File: config.mk
export PLATFORM = sky130hd
export DESIGN_NAME = ysyx_23060184_scoreboard
export DESIGN_NICKNAME = d
export VERILOG_FILES = /design/src/rtl/ysyx_23060184_scoreboard.sv
export SDC_FILE = /design/constraint.sdc
export NUM_CORES = 1
export LEC_CHECK = 0
export ABC_AREA = 1
export ABC_CLOCK_PERIOD_IN_PS = 3400
export CORE_MARGIN = 4
export CORE_UTILIZATION = 35
export CTS_CLUSTER_DIAMETER = 200
export CTS_CLUSTER_SIZE = 14
export DETAILED_ROUTE_END_ITERATION = 12
export GPL_TIMING_DRIVEN = 0
export SLEW_MARGIN = 20
export SYNTH_ARGS = -nofsm -noshare
export SYNTH_HDL_FRONTEND = slang
export SYNTH_SLANG_ARGS = --single-unit
export TNS_END_PERCENT = 100
File: constraint.sdc
create_clock -name clk -period 3.4 [get_ports clk]
set_clock_uncertainty 0.1 [all_clocks]
set_input_delay 0.68 -clock clk [delete_from_list [all_inputs] [get_ports clk]]
set_output_delay 0.68 -clock clk [all_outputs]
set_load 0.02 [all_outputs]
File: src/rtl/ysyx_23060184_scoreboard.sv
// Issue scoreboard: per-register pending-write counters, global in-flight limit and
// a RUN/DRAIN FSM for serializing instructions. Define YSYX_23060184_SB_BYPASS_EN for same-cycle writeback bypass.
module ysyx_23060184_scoreboard #(
    parameter int NREG         = 32,
    parameter int CNT_W        = 2,
    parameter int MAX_INFLIGHT = 4
) (
    input  logic                                  clk,
    input  logic                                  rstn,
    input  logic                                  id_valid,
    output logic                                  id_ready,
    input  logic [4:0]                            id_rs1,
    input  logic [4:0]                            id_rs2,
    input  logic                                  id_rs1_en,
    input  logic                                  id_rs2_en,
    input  logic [4:0]                            id_rd,
    input  logic                                  id_rd_en,
    input  logic                                  id_serial,
    input  logic                                  wb_valid,
    input  logic [4:0]                            wb_rd,
    input  logic                                  flush,
    output logic [NREG-1:0]                       busy,
    output logic [$clog2(MAX_INFLIGHT+1)-1:0]     inflight,
    output logic                                  draining,
    output logic                                  err
);

    localparam int IW = $clog2(MAX_INFLIGHT + 1);
    localparam logic [CNT_W-1:0] CNT_MAX = '1;
    localparam logic [CNT_W-1:0] CNT_ONE = CNT_W'(1);
    localparam logic [IW-1:0]    INF_MAX = IW'(MAX_INFLIGHT);

    typedef enum logic {
        ST_RUN,
        ST_DRAIN
    } state_e;

    state_e            state_q, state_d;
    logic [CNT_W-1:0]  cnt_q [NREG];
    logic [CNT_W-1:0]  cnt_d [NREG];
    logic [IW-1:0]     inflight_q, inflight_d;
    logic              err_q;

    logic [CNT_W-1:0]  cnt_rs1, cnt_rs2, cnt_rd, cnt_wb;
    logic              bypass_rs1, bypass_rs2;
    logic              raw_rs1, raw_rs2, waw_stall, cap_stall, serial_stall;
    logic              wr_issue, retire, underflow, fire, inc;

    // Counter lookups for every index the datapath can present.
    // NOTE: every variable written in an always_comb gets a default first, so no path can infer a latch.
    always_comb begin
        cnt_rs1 = '0;
        cnt_rs2 = '0;
        cnt_rd  = '0;
        cnt_wb  = '0;
        for (int i = 0; i < NREG; i++) begin
            if (id_rs1 == 5'(i)) cnt_rs1 = cnt_q[i];
            if (id_rs2 == 5'(i)) cnt_rs2 = cnt_q[i];
            if (id_rd  == 5'(i)) cnt_rd  = cnt_q[i];
            if (wb_rd  == 5'(i)) cnt_wb  = cnt_q[i];
        end
    end

    assign wr_issue  = id_rd_en && (id_rd != 5'd0);
    assign retire    = wb_valid && (wb_rd != 5'd0) && (cnt_wb != '0);
    assign underflow = wb_valid && (wb_rd != 5'd0) && (cnt_wb == '0);

`ifdef YSYX_23060184_SB_BYPASS_EN
    // The last outstanding write of a source is retiring right now, so its value is forwarded.
    assign bypass_rs1 = (cnt_rs1 == CNT_ONE) && wb_valid && (wb_rd == id_rs1);
    assign bypass_rs2 = (cnt_rs2 == CNT_ONE) && wb_valid && (wb_rd == id_rs2);
    assign cap_stall  = wr_issue && (inflight_q == INF_MAX) && !retire;
`else
    assign bypass_rs1 = 1'b0;
    assign bypass_rs2 = 1'b0;
    assign cap_stall  = wr_issue && (inflight_q == INF_MAX);
`endif

    assign raw_rs1      = id_rs1_en && (id_rs1 != 5'd0) && (cnt_rs1 != '0) && !bypass_rs1;
    assign raw_rs2      = id_rs2_en && (id_rs2 != 5'd0) && (cnt_rs2 != '0) && !bypass_rs2;
    assign waw_stall    = wr_issue && (cnt_rd == CNT_MAX);
    assign serial_stall = id_serial && (inflight_q != '0);

    assign id_ready = rstn && (state_q == ST_RUN) && !flush && !raw_rs1 && !raw_rs2
                      && !waw_stall && !cap_stall && !serial_stall;
    assign fire     = id_valid && id_ready;
    assign inc      = fire && wr_issue;

    // FSM next state: a serializing instruction waits in DRAIN until all writes have retired.
    always_comb begin
        state_d = state_q;
        case (state_q)
            ST_RUN:   if (id_valid && id_serial && (inflight_q != '0)) state_d = ST_DRAIN;
            ST_DRAIN: if (inflight_q == '0) state_d = ST_RUN;
            default:  state_d = ST_RUN;
        endcase
        if (flush) state_d = ST_RUN;
    end

    // Simultaneous issue and retire net to zero; the saturation guards keep counts from wrapping.
    always_comb begin
        inflight_d = inflight_q;
        if (flush) begin
            inflight_d = '0;
        end else if (inc && !retire && (inflight_q != INF_MAX)) begin
            inflight_d = inflight_q + IW'(1);
        end else if (retire && !inc && (inflight_q != '0)) begin
            inflight_d = inflight_q - IW'(1);
        end
    end

    always_comb begin
        for (int i = 0; i < NREG; i++) begin
            cnt_d[i] = cnt_q[i];
            if (flush) begin
                cnt_d[i] = '0;
            end else if (inc && (id_rd == 5'(i)) && !(retire && (wb_rd == 5'(i)))) begin
                if (cnt_q[i] != CNT_MAX) cnt_d[i] = cnt_q[i] + CNT_ONE;
            end else if (retire && (wb_rd == 5'(i)) && !(inc && (id_rd == 5'(i)))) begin
                if (cnt_q[i] != '0) cnt_d[i] = cnt_q[i] - CNT_ONE;
            end
        end
    end

    // NOTE: sequential state is updated with non-blocking assignments so every flop samples pre-edge values.
    always_ff @(posedge clk or negedge rstn) begin
        if (!rstn) begin
            state_q    <= ST_RUN;
            inflight_q <= '0;
            err_q      <= 1'b0;
        end else begin
            state_q    <= state_d;
            inflight_q <= inflight_d;
            err_q      <= err_q | (underflow && !flush);
        end
    end

    // NOTE: the counter array is real flop state that gates issue, so it must be reset, unlike a data RAM.
    always_ff @(posedge clk or negedge rstn) begin
        if (!rstn) begin
            for (int i = 0; i < NREG; i++) cnt_q[i] <= '0;
        end else begin
            for (int i = 0; i < NREG; i++) cnt_q[i] <= cnt_d[i];
        end
    end

    always_comb begin
        busy = '0;
        for (int i = 0; i < NREG; i++) busy[i] = (cnt_q[i] != '0);
    end

    assign inflight = inflight_q;
    assign draining = (state_q == ST_DRAIN);
    assign err      = err_q;

endmodule

==> impl_metrics.tcl <==
set metrics [dict create \
    overflow 0 \
    post-place-ws_ps -1910 \
    crit_path_frequent_cell "nand2_1" \
    crit_start "id_rd[0]" \
    switching_share_pct 42.5 \
    cap_violations 0 \
    final_area_um2 11400 \
    clock_insertion_delay_worst_skew_ps 360 \
    critPathRequiredTime_ps 2620 \
    cpMaxStageDelayCell "nor2_4" \
    vias_per_cell 5.69 \
    cp_max_fo 5 \
    start_util_pct 35.6 \
    drtAntennaViolNets 0 \
    relSlewSlack_pct 17.8 \
    die_width_um 160 \
    grt_pass1_vias 10275 \
    worst-setup-path-type "input port to output port" \
    ioPinCount 67 \
    cts_sinks 69 \
    drt-initial-drc-count 1456 \
    grtUsageMet3_pct 3.92 \
    violations "negative setup slack" \
    p_seq_share_pct 28.2 \
    min_path_type "input port to async pin" \
    final_hold_viol_count 0 \
    power.leakage_uw 0.00506 \
    synth_area_per_cell_um2 5.33 \
    grt_use_met1_pct 41.3 \
    grt_setup_unrepaired "yes" \
    cts_tree "built" \
    vias 10990 \
    synth_edf_count 0 \
    grt_pass1_wl_um 59900 \
    grt.total_usage_pct 30.0 \
    ys_types 33 \
    drc_errors 0 \
    use_met2_pct 47.0 \
    row_count 55 \
    ys_warn_count 0 \
    p_per_area_nw_per_um2 348 \
    pwr-share-comb_pct 41.4 \
    nets 1672 \
    cts_buffers 9 \
    postSynth.asyncResetShare_pct 100 \
    synth_top_area_share_pct 24.6 \
    hpwl_um 28800 \
    status "finished, violations left" \
    syn_inst 1515 \
    place.gp.congestion 1.01 \
    drt_pass1_iterations 6 \
    syn_to_final_growth_pct 40.9 \
    dieArea_um2 25600 \
    p_clk_share_pct 30.5 \
    n_fill_cell 2338 \
    core_um2 22700 \
    max_stage_delay_ps 170 \
    seq_area_um2 1730 \
    synth_top_area_cell "nand2_1" \
    post-route-min-period_ps 4130 \
    cts_max_level 3 \
    critPathLaunchType "input port" \
    antenna_found_initial 0 \
    ys_top_cells_by_area "nand2_1 (25%), dfrtp_1 (21%), inv_1 (10%), nand3_1 (9.8%), nor2_1 (9.4%)" \
    worstMarginPinSlew_ps 1230 \
    antenna_cells 0 \
    timing.fmax_mhz 242 \
    path_clk_slew_ps 70 \
    synth_ff_type "dfrtp_1" \
    clockBufferDepth 2 \
    slew_violations 0 \
    finalSetupViolations 66 \
    power.internal_uw 2280 \
    p_switching_uw 1680 \
    yosysMostFrequentCell "nand2_1" \
    synth_area_um2 8080 \
    syn-num-nets 1545 \
    cts-root-buf "clkbuf_16" \
    reg2regPathDepth 30 \
    die_h_um 160 \
    r2r_start "cnt_q[56]$_DFFE_PN0P_" \
    portBuffers 63 \
    placed_area_um2 9130 \
    fin_crit_sh_pct 121 \
    synthTopCellsByCount "nand2_1 (529), inv_1 (215), nor2_1 (203), nand3_1 (159), nand4_1 (86)" \
    totalWireLength_um 39900 \
    crit_arrival_ps 3350 \
    multiInputGateArea_um2 6480 \
    post_drt_wl_per_cell_um 20.6 \
    setup.worst_path.end_class "output port" \
    drive_above_1_share_pct 23.6 \
    peakVddDrop_mv 0.204 \
    layout_setup_ws_ps -729 \
    synth_seq_cells 69 \
    hold_buffers 0 \
    yosysSeqAreaShare_pct 21.4 \
    busiest_layer "met2" \
    grt_max_degree 37 \
]
==> cell type report <==
cell class / instances / area share [%]
Multi-Input combinational cell: 1186 / 56.9
Sequential cell: 69 / 15.2
Clock inverter: 5 / 0.934
Tap cell: 285 / 3.13
Timing Repair Buffer: 115 / 11.2
Clock buffer: 11 / 2.13
Buffer: 41 / 2.98
Inverter: 220 / 7.58
==> registers in the layout, indices dropped and copies added, names as in the netlist <==
register and flops:
err 1, inflight 3, draining 1, cnt_q 64
==> cell usage in the layout, fill, tap and decap left out, types with 6 or more instances in the layout <==
| cell | instances |
|---|---|
| or2_2 | 7 |
| clkbuf_16 | 10 |
| o21ai_0 | 33 |
| nor2_1 | 137 |
| inv_2 | 19 |
| nand2_1 | 480 |
| clkbuf_1 | 20 |
| nand3_2 | 61 |
| buf_4 | 31 |
| o21ai_1 | 9 |
| nor2_2 | 47 |
| inv_1 | 192 |
| nor2_4 | 39 |
| buf_6 | 23 |
| o21bai_4 | 6 |
| inv_4 | 7 |
| nand3_1 | 96 |
| nand4_1 | 86 |
| dfrtp_1 | 68 |
| nor3_1 | 23 |
| nand2_2 | 47 |
| buf_2 | 7 |
| buf_12 | 14 |
| nand2_4 | 6 |
| buf_16 | 7 |
| clkdlybuf4s50_1 | 44 |
| a21oi_1 | 57 |
| o21ai_4 | 20 |
| nor3_2 | 6 |
==> path summary, 6_finish.rpt <==
check	slack, ps	endpoint
max reg2reg	-640	inflight[1]$_DFFE_PN0P_
max in group asynchronous	2440	cnt_q[44]$_DFFE_PN0P_
min	180	cnt_q[8]$_DFFE_PN0P_
max	-730	id_ready
min reg2reg	400	err$_DFF_PN0_
min in group clk	400	err$_DFF_PN0_
==> through the flow <==
stage	TNS [ps]	util [%]	total power (µW)	instances	hold slack, ps
2_1_floorplan	-138	-	1860	1515	284
3_3_place_gp	-228340	40.1	2440	1863	379
3_5_place_dp	-107160	40.2	2450	1864	374
4_1_cts	-33270	48.5	3860	1923	194
5_1_grt	-49090	50.1	4110	1932	222
6_report	-40080	50.1	3960	1932	178
==> power groups by stage <==
| stage | Sequential, µW | Combinational [µW] | Clock [µW] |
|---|---|---|---|
| floorplan | 1070 | 788 | 0 |
| finish | 1120 | 1640 | 1210 |
| detailed placement | 1120 | 1330 | 0 |
| CTS | 1110 | 1540 | 1210 |
| global placement | 1120 | 1320 | 0 |
| global route | 1130 | 1750 | 1230 |
==> per-layer routing <==
metal	share of wire, %	up-vias
li1	-	5117
met1	41	5153
met2	44	601
met3	9.7	119
met4	5.2	0
met5	0	-
==> critical path, delay by kind of cell <==
kind                   cells  cell delay [ps]
AOI/OAI and AO/OA          1              110
and+or+nand+nor           24             2160
buffers and inverters      4              350
==> kinds of logic (layout without fill, tap and decap cells) <==
logic type                 Yosys count  after routing  synth area share, %
AOI/OAI and AO/OA                  145            145                 10.5
adders and majority gates            1              1                0.248
buffers and inverters              261            392                 12.8
DFF                                 69             69                 21.4
and+or+nand+nor                   1039           1040                 55.1
==> what timing repair did <==
item,in CTS,in global routing
setup endpoints to repair,67,67
gates resized for setup,378,87
setup buffers,36,7
cloned,7,1
pin swaps,85,52
Power figures use the tool's default switching activity.
